## src/rtl/bb_pkg.sv

```systemverilog
// Shared ByteBlast definitions: opcode and sequencer-state encodings.
package bb_pkg;

    localparam int unsigned OP_BITS  = 3;
    localparam int unsigned FDE_BITS = 2;

    typedef enum logic [OP_BITS-1:0] {
        OP_NOP = 3'b000,
        OP_LD  = 3'b001,
        OP_ADD = 3'b010,
        OP_SUB = 3'b011,
        OP_STR = 3'b100,
        OP_JMP = 3'b101,
        OP_JZ  = 3'b110,
        OP_HLT = 3'b111
    } op_e;

    typedef enum logic [FDE_BITS-1:0] {
        ST_FETCH   = 2'b00,
        ST_DECODE  = 2'b01,
        ST_EXECUTE = 2'b10,
        ST_HALT    = 2'b11
    } state_e;

    // Opcode field of an instruction word whose top OP_BITS bits hold the op.
    function automatic op_e op_of(input logic [OP_BITS-1:0] top_bits);
        return op_e'(top_bits);
    endfunction

endpackage

```

## src/rtl/bb_alu.sv

```systemverilog
// ByteBlast ALU: LD pass-through, ADD with carry-out, SUB with borrow-out.
module bb_alu
    import bb_pkg::*;
#(
    parameter int unsigned DATA_BITS = 8
) (
    input  logic [DATA_BITS-1:0] i_a,
    input  logic [DATA_BITS-1:0] i_b,
    input  op_e                  i_op,
    output logic [DATA_BITS-1:0] o_result,
    output logic                 o_carry,
    output logic                 o_zero
);

    logic [DATA_BITS:0] w_sum;
    logic [DATA_BITS:0] w_diff;

    // Extra MSB carries the carry (ADD) or the borrow (SUB, set when a < b).
    assign w_sum  = {1'b0, i_a} + {1'b0, i_b};
    assign w_diff = {1'b0, i_a} - {1'b0, i_b};

    always_comb begin
        o_result = i_a;
        o_carry  = 1'b0;
        case (i_op)
            OP_LD:   o_result = i_b;
            OP_ADD:  {o_carry, o_result} = w_sum;
            OP_SUB:  {o_carry, o_result} = w_diff;
            default: ;
        endcase
        o_zero = (o_result == '0);
    end

endmodule

```

## src/rtl/bb_core.sv

```systemverilog
// ByteBlast accumulator core: FETCH/DECODE/EXECUTE sequencer with PC, IR, ACC and flags.
// Optional macro BB_JUMP_EN enables JMP/JZ; when undefined both execute as NOP.
module bb_core
    import bb_pkg::*;
#(
    parameter  int unsigned DATA_BITS = 8,
    parameter  int unsigned RESET_PC  = 0,
    localparam int unsigned ADDR_BITS = DATA_BITS - 3
) (
    input  logic                 i_clk,
    input  logic                 i_reset,
    input  logic                 i_enable,
    output logic [ADDR_BITS-1:0] o_mem_addr,
    input  logic [DATA_BITS-1:0] i_mem_rdata,
    output logic [DATA_BITS-1:0] o_mem_wdata,
    output logic                 o_mem_we,
    output logic [DATA_BITS-1:0] o_acc,
    output logic [ADDR_BITS-1:0] o_pc,
    output logic [FDE_BITS-1:0]  o_fde_state,
    output logic                 o_zero,
    output logic                 o_carry,
    output logic                 o_halted
);

    state_e               r_state;
    logic [ADDR_BITS-1:0] r_pc;
    logic [DATA_BITS-1:0] r_ir;
    logic [DATA_BITS-1:0] r_acc;
    logic                 r_zero;
    logic                 r_carry;
    logic                 r_halted;

    op_e                  w_ir_op;
    op_e                  w_fetched_op;
    logic [ADDR_BITS-1:0] w_ir_addr;
    logic [ADDR_BITS-1:0] w_mem_addr;
    logic [DATA_BITS-1:0] w_alu_result;
    logic                 w_alu_carry;
    logic                 w_alu_zero;

    assign w_ir_op      = op_of(r_ir[DATA_BITS-1 -: OP_BITS]);
    assign w_ir_addr    = r_ir[ADDR_BITS-1:0];
    assign w_fetched_op = op_of(i_mem_rdata[DATA_BITS-1 -: OP_BITS]);

    bb_alu #(
        .DATA_BITS (DATA_BITS)
    ) u_alu (
        .i_a      (r_acc),
        .i_b      (i_mem_rdata),
        .i_op     (w_ir_op),
        .o_result (w_alu_result),
        .o_carry  (w_alu_carry),
        .o_zero   (w_alu_zero)
    );

    // DECODE presents the operand address straight from the fetched word so it arrives in EXECUTE.
    always_comb begin
        w_mem_addr = r_pc;
        case (r_state)
            ST_DECODE:  w_mem_addr = i_mem_rdata[ADDR_BITS-1:0];
            ST_EXECUTE: w_mem_addr = w_ir_addr;
            default:    ;
        endcase
    end

    assign o_mem_addr  = w_mem_addr;
    assign o_mem_wdata = r_acc;
    assign o_mem_we    = (r_state == ST_EXECUTE) && (w_ir_op == OP_STR) && i_enable && !i_reset;

    always_ff @(posedge i_clk) begin
        if (i_reset) begin
            r_state  <= ST_FETCH;
            r_pc     <= ADDR_BITS'(RESET_PC);
            r_ir     <= '0;
            r_acc    <= '0;
            r_zero   <= 1'b0;
            r_carry  <= 1'b0;
            r_halted <= 1'b0;
        end else if (i_enable) begin
            case (r_state)
                ST_FETCH: begin
                    r_pc    <= r_pc + ADDR_BITS'(1);
                    r_state <= ST_DECODE;
                end
                ST_DECODE: begin
                    r_ir <= i_mem_rdata;
                    if (w_fetched_op == OP_HLT) begin
                        r_state  <= ST_HALT;
                        r_halted <= 1'b1;
                    end else begin
                        r_state <= ST_EXECUTE;
                    end
                end
                ST_EXECUTE: begin
                    r_state <= ST_FETCH;
                    case (w_ir_op)
                        OP_LD: begin
                            r_acc  <= w_alu_result;
                            r_zero <= w_alu_zero;
                        end
                        OP_ADD, OP_SUB: begin
                            r_acc   <= w_alu_result;
                            r_zero  <= w_alu_zero;
                            r_carry <= w_alu_carry;
                        end
`ifdef BB_JUMP_EN
                        OP_JMP: r_pc <= w_ir_addr;
                        OP_JZ: begin
                            if (r_zero) begin
                                r_pc <= w_ir_addr;
                            end
                        end
`endif
                        default: ;
                    endcase
                end
                default: ;
            endcase
        end
    end

    assign o_acc       = r_acc;
    assign o_pc        = r_pc;
    assign o_fde_state = r_state;
    assign o_zero      = r_zero;
    assign o_carry     = r_carry;
    assign o_halted    = r_halted;

endmodule

```

## config.mk

```make
export PLATFORM = sky130hd
export DESIGN_NAME = bb_core
export DESIGN_NICKNAME = d
export VERILOG_FILES = /design/src/rtl/bb_pkg.sv /design/src/rtl/bb_alu.sv /design/src/rtl/bb_core.sv
export SDC_FILE = /design/constraint.sdc
export NUM_CORES = 1
export LEC_CHECK = 0
export CORE_MARGIN = 2
export CORE_UTILIZATION = 54
export DETAILED_ROUTE_END_ITERATION = 6
export HOLD_SLACK_MARGIN = 0.02
export PLACE_DENSITY = 0.83
export SYNTH_ARGS = -nofsm -noshare
export SYNTH_HDL_FRONTEND = slang
export SYNTH_SLANG_ARGS = --single-unit
```

## constraint.sdc

```tcl
create_clock -name i_clk -period 4.1 [get_ports i_clk]
set_input_delay 0.615 -clock i_clk [delete_from_list [all_inputs] [get_ports i_clk]]
set_output_delay 0.615 -clock i_clk [all_outputs]
set_load 0.01 [all_outputs]
```

**Word level (Yosys, flattened, before mapping)**

Index checks and enable logic that the tools add are counted.

- Output and inout bits: 32
- Word-level logic and storage cells: 37
- Bits of input ports: 11
- Register bits: 26

- Multiplexer cells: 5
- Reduce and logical (&&, ||, !) cells: 15
- Equality and inequality tests: 7
- Add/subtract/negate cells: 3

Operators by type and width:

| kind | count |
|---|---|
| $pmux 8 s3 | 1 |
| $pmux 5 s2 | 1 |
| $add 8x8->9 | 1 |
| $reduce_and 3->1 | 3 |
| $sub 8x8->9 | 1 |
| $logic_not 8->1 | 1 |
| $eq 3x2->1 const B | 2 |
| $eq 3x3->1 const B | 2 |
| $pmux 2 s3 | 1 |
| $reduce_and 2->1 | 3 |
| $add 5x1->5 const B | 1 |
| $eq 3x1->1 const B | 1 |
| $logic_and 1x1->1 | 3 |
| $reduce_bool 3->1 | 1 |
| $reduce_or 3->1 | 1 |
| $eq 2x1->1 const B | 1 |
| $eq 2x2->1 const B | 1 |
| $logic_not 2->1 | 1 |
| $pmux 1 s2 | 1 |
| $reduce_or 2->1 | 1 |
| $logic_not 1->1 | 1 |
| $mux 1 | 1 |

**Longest topological paths before layout**

- Word-level depth: 4
- Gate-level depth with buffers: 10
- Gate-level depth less buffers: 10

**By module**

From an unflattened synthesis, not the netlist that was laid out.

- Cell total of the unflattened synthesis: 304
- Area total of the unflattened synthesis: 2373.5 µm²

By module, submodules not included:

| module | times used | cells each | sequential area each (µm²) | area an instance (µm²) |
|---|---|---|---|---|
| bb_core | 1 | 154 | 520.5 | 1316.3 |
| bb_alu | 1 | 150 | 0.0 | 1057.3 |

**Worst setup path before layout**

No wires, ideal clock.

- Kind: input-to-reg
- Start point: input i_mem_rdata[0]
- End point: register r_zero, in the netlist o_zero
- Required time: 4008 ps
- Path slack: 1287 ps
- Path buffers: 0
- Stages: 10
- Library setup time: 92 ps
- Arrival: 2721 ps
- Cell sequence: ha_1 > inv_1 > fa_1 > o21ba_1 > or4_1 > o211ai_2 > mux2_4 > o32ai_1 > o2111ai_1 > o32ai_1

- Longest elaborated chain between the ends: 3
- Elaborated cells between the ends (all ways): 4
- Classes of those cells: add/sub: 2; mux: 1; reduce/logical: 1

RTL lines:

| what | line | source |
|---|---|---|
| start, declared | bb_core.sv:14 | `input logic [DATA_BITS-1:0] i_mem_rdata,` |
| $sub 8x8->9 / $add 8x8->9 (equally long branches) | bb_alu.sv:20, bb_alu.sv:19 |  |
| $pmux 8 s3 * | bb_alu.sv:25 | `case (i_op)` |
| $logic_not 8->1 * | bb_alu.sv:31 | `o_zero = (o_result == '0);` |
| end signal, assigned | bb_core.sv:99 | `r_zero <= w_alu_zero;` |
| end signal, assigned | bb_core.sv:103 | `r_zero <= w_alu_zero;` |
| end, declared | bb_core.sv:29 | `logic r_zero;` |

Every way passes the cells marked *; elsewhere a longest branch is shown, timed or not.
A chain may end at the register's enable or synchronous reset.

**Worst setup path after layout**

Ends and elaborated chain as after synthesis.

==> results.cfg <==
[pwr]
p_sw_mw = 0.178
pwr-share-seq = 0.479
p_clk_frac = 0.265
p_per_area_nw_per_um2 = 215
p_comb_frac = 0.256
ir_drop_uv = 144
leakage_nw = 1.03
power.total_mw = 0.570
p_sw_frac = 0.312
internal_power_mw = 0.392

[synthesis]
muxShareOfSynthArea = 0.0339
yosysSeqAreaShare = 0.231
synthAdderAreaFrac = 0.140
synth_cell_types = 56
avgSynthCellArea_um2 = 7.44
ys_warn_count = 0
synth_top_family_by_area = simple AND/OR/NAND/NOR gates
synthTopCellsByArea = dfxtp_1 (23%), ha_1 (12%), nor2_1 (8.2%)
netlist_area_um2 = 2250
synth_edf_count = 0
synth_top_area_share = 0.231
synth_compound_area_frac = 0.224
synthCells = 303
synth-xor-area-share = 0.0311
yosysTopAreaCell = dfxtp_1
synthSimpleGateAreaFrac = 0.239
synthFlopType = dfxtp_1
async_flop_share = 0
syn_nets = 338
yosys_register_bits = 26

[worst_setup_path]
critical_path_arrival_ns = 3.51
r2r_slack_ns = 1.31
cp_common_cell = o32ai_1
critPathBufInv = 2
cp_max_fo = 6
required_ns = 4.29
critPathLaunchType = primary input
path_class = in2reg
endpoint_kind = register
cpPeakStageDelay_ns = 0.58
crit_chain = clkdlybuf4s50_1, ha_1, inv_1, fa_1, o21ba_1, or4_1, o211ai_2, mux2_4, o32ai_1, o2111ai_1, o32ai_1
cp_top_family = compound AO/OA/AOI/OAI gates
crit_slowest_cell = clkdlybuf4s50_1

[timing]
holdWs_ns = 0.459
fin_worst_skew_ns = 0.00495
setup_tns_ns = 0
period_minus_slack_ns = 3.32
hold_viol = 0
slew_violations = 0
setup_violations = 0
min_period_over_period = 0.809
maxSlewHeadroom = 0.538
rsz0062_at_grt = no
tightest_slew_ns = 0.688
max_freq_mhz = 301

[drt]
vias = 2186
via_per_inst = 5.83
first_pass_iters = 5
detail_route.wl_per_cell_um = 15.4
first_iter_violations = 248
ant_nets = 0
wl_um = 5790
drc = 0

[grt]
busiest_layer = met2
grt_pass1_wl_um = 9460
gr-total-overflow = 0
grt_max_degree = 28
grt_util_all_layers = 0.267
use_met1 = 0.368
met3_usage = 0.0406
grt_pass1_vias = 1986
antenna_found_initial = 0
met2_usage = 0.415

[cts]
clkTransAtPathRegs_ns = 0.09
clock-sinks = 26
cts_root_buf = clkbuf_8
cts_max_path_buffers = 2
cts_tree = done
numCtsBuffers = 3
cts.htree.levels = 1
cts_hold_buf = 0
post-cts-setup-buffer-count = 0
cts_resized = 0
clk_latency_ns = 0.27

[layout]
multiInputGateArea_um2 = 1510
regArea_um2 = 520
drive_gt1_frac = 0.0400
nFillCells = 365
n_antenna_cell = 0
area_growth_pct = 17.6
stdcell_count = 375
fin_area_um2 = 2650
fin_nets = 362

[die]
die-area_um2 = 4710
ios = 43
fp.dieH_um = 68.6
floorplan.core_area_um2 = 4000
rows = 23
dieWidth_um = 68.6
start_util = 0.564

[place]
placement.io_buffers = 42
place_inst = 372
place_congestion = 0.920
dpl_cell_area_um2 = 2610
hpwl_um = 4420

[status]
status = finished, final reports clean

[run]
cap_violations = 0

[worst_hold_path]
hold_path.class = reg2reg
==> final cells by class <==
| type | instances | share of cell area |
|---|---|---|
| Sequential cell | 26 | 0.196 |
| Tap cell | 50 | 0.0236 |
| Multi-Input combinational cell | 229 | 0.568 |
| Clock buffer | 3 | 0.0156 |
| Timing Repair Buffer | 44 | 0.164 |
| Inverter | 23 | 0.0326 |
==> routing by layer <==
metal / vias up / part of all wire
li1: 1092 / -
met2: 74 / 0.46
met3: 13 / 0.057
met4: 0 / 0.022
met1: 1007 / 0.46
met5: - / 0
==> cell usage in the layout, fill, tap and decap left out, drive strengths merged, types with 2 or more instances in the layout <==
cell type | Yosys | routed
nand3 | 5 | 5
nor4 | 2 | 2
nand2 | 28 | 28
nand2b | 6 | 6
mux2 | 2 | 2
o32ai | 2 | 2
ha | 22 | 22
a2111oi | 2 | 2
a211oi | 9 | 9
a31oi | 2 | 2
xnor2 | 2 | 2
a21o | 2 | 2
inv | 23 | 23
xor2 | 6 | 6
nor2 | 49 | 49
o211ai | 3 | 3
or4 | 2 | 2
clkbuf | 8 | 3
o21a | 2 | 2
buf | 17 | 2
nor3 | 11 | 11
dfxtp | 26 | 26
o21ai | 7 | 7
clkdlybuf4s50 | 0 | 42
nand4 | 2 | 2
mux2i | 5 | 5
fa | 2 | 2
a22oi | 7 | 7
nor2b | 5 | 5
and2 | 2 | 2
and3 | 2 | 2
o2111ai | 2 | 2
a21oi | 23 | 23
==> through the flow <==
stage	utilization	setup slack, ns
final	0.663	0.781
after CTS	0.663	0.779
after detailed placement	0.652	0.496
after global routing	0.663	0.597
after global placement	0.652	0.552
after floorplan	-	1.29
==> final timing paths <==
kind,depth (start not counted),startpoint,to
setup / recovery,11,i_mem_rdata[0],o_zero$_SDFFE_PP0P_
hold / removal,2,o_halted$_SDFFE_PP0P_,o_halted$_SDFFE_PP0P_
setup reg to reg,10,o_acc[0]$_SDFFE_PP0P_,o_zero$_SDFFE_PP0P_
hold reg to reg,2,o_halted$_SDFFE_PP0P_,o_halted$_SDFFE_PP0P_
==> worst min-delay path, stage by stage (launching register included) <==
cell and delay, ns:
dfxtp_1 0.32, inv_1 0.05, a21oi_1 0.05
==> Yosys cell counts, drive strengths merged, types with 3 or more instances <==
library cell  count
a21oi            23
dfxtp            26
a211oi            9
nand2b            6
nor2b             5
xor2              6
inv              23
nand2            28
a22oi             7
nor2             49
o211ai            3
nor3             11
mux2i             5
o21ai             7
clkbuf            8
ha               22
nand3             5
buf              17
==> cells by family (layout without fill, tap and decap cells) <==
logic type,count (synthesis),after routing
flip-flops,26,26
multiplexers,7,7
buffers and inverters,48,70
AND/OR/NAND/NOR,118,118
AO/OA/AOI/OAI,72,72
adder cells (fa/ha/maj),24,24
XOR/XNOR,8,8
==> sequential cells by signal, summed over array words and instances, names as in the netlist <==
name and count:
o_carry 1, o_pc 5, o_fde_state 2, o_zero 1, o_halted 1, r_ir 8, o_acc 8
==> power groups by stage <==
stage               logic (mW)  clock network [mW]  registers [mW]
global route             0.162               0.161           0.274
global placement         0.142                   0           0.278
detailed placement       0.144                   0           0.278
CTS                      0.146               0.151           0.273
finish                   0.146               0.151           0.273
floorplan               0.0915                   0           0.274
(Power assumes the default switching activity.)
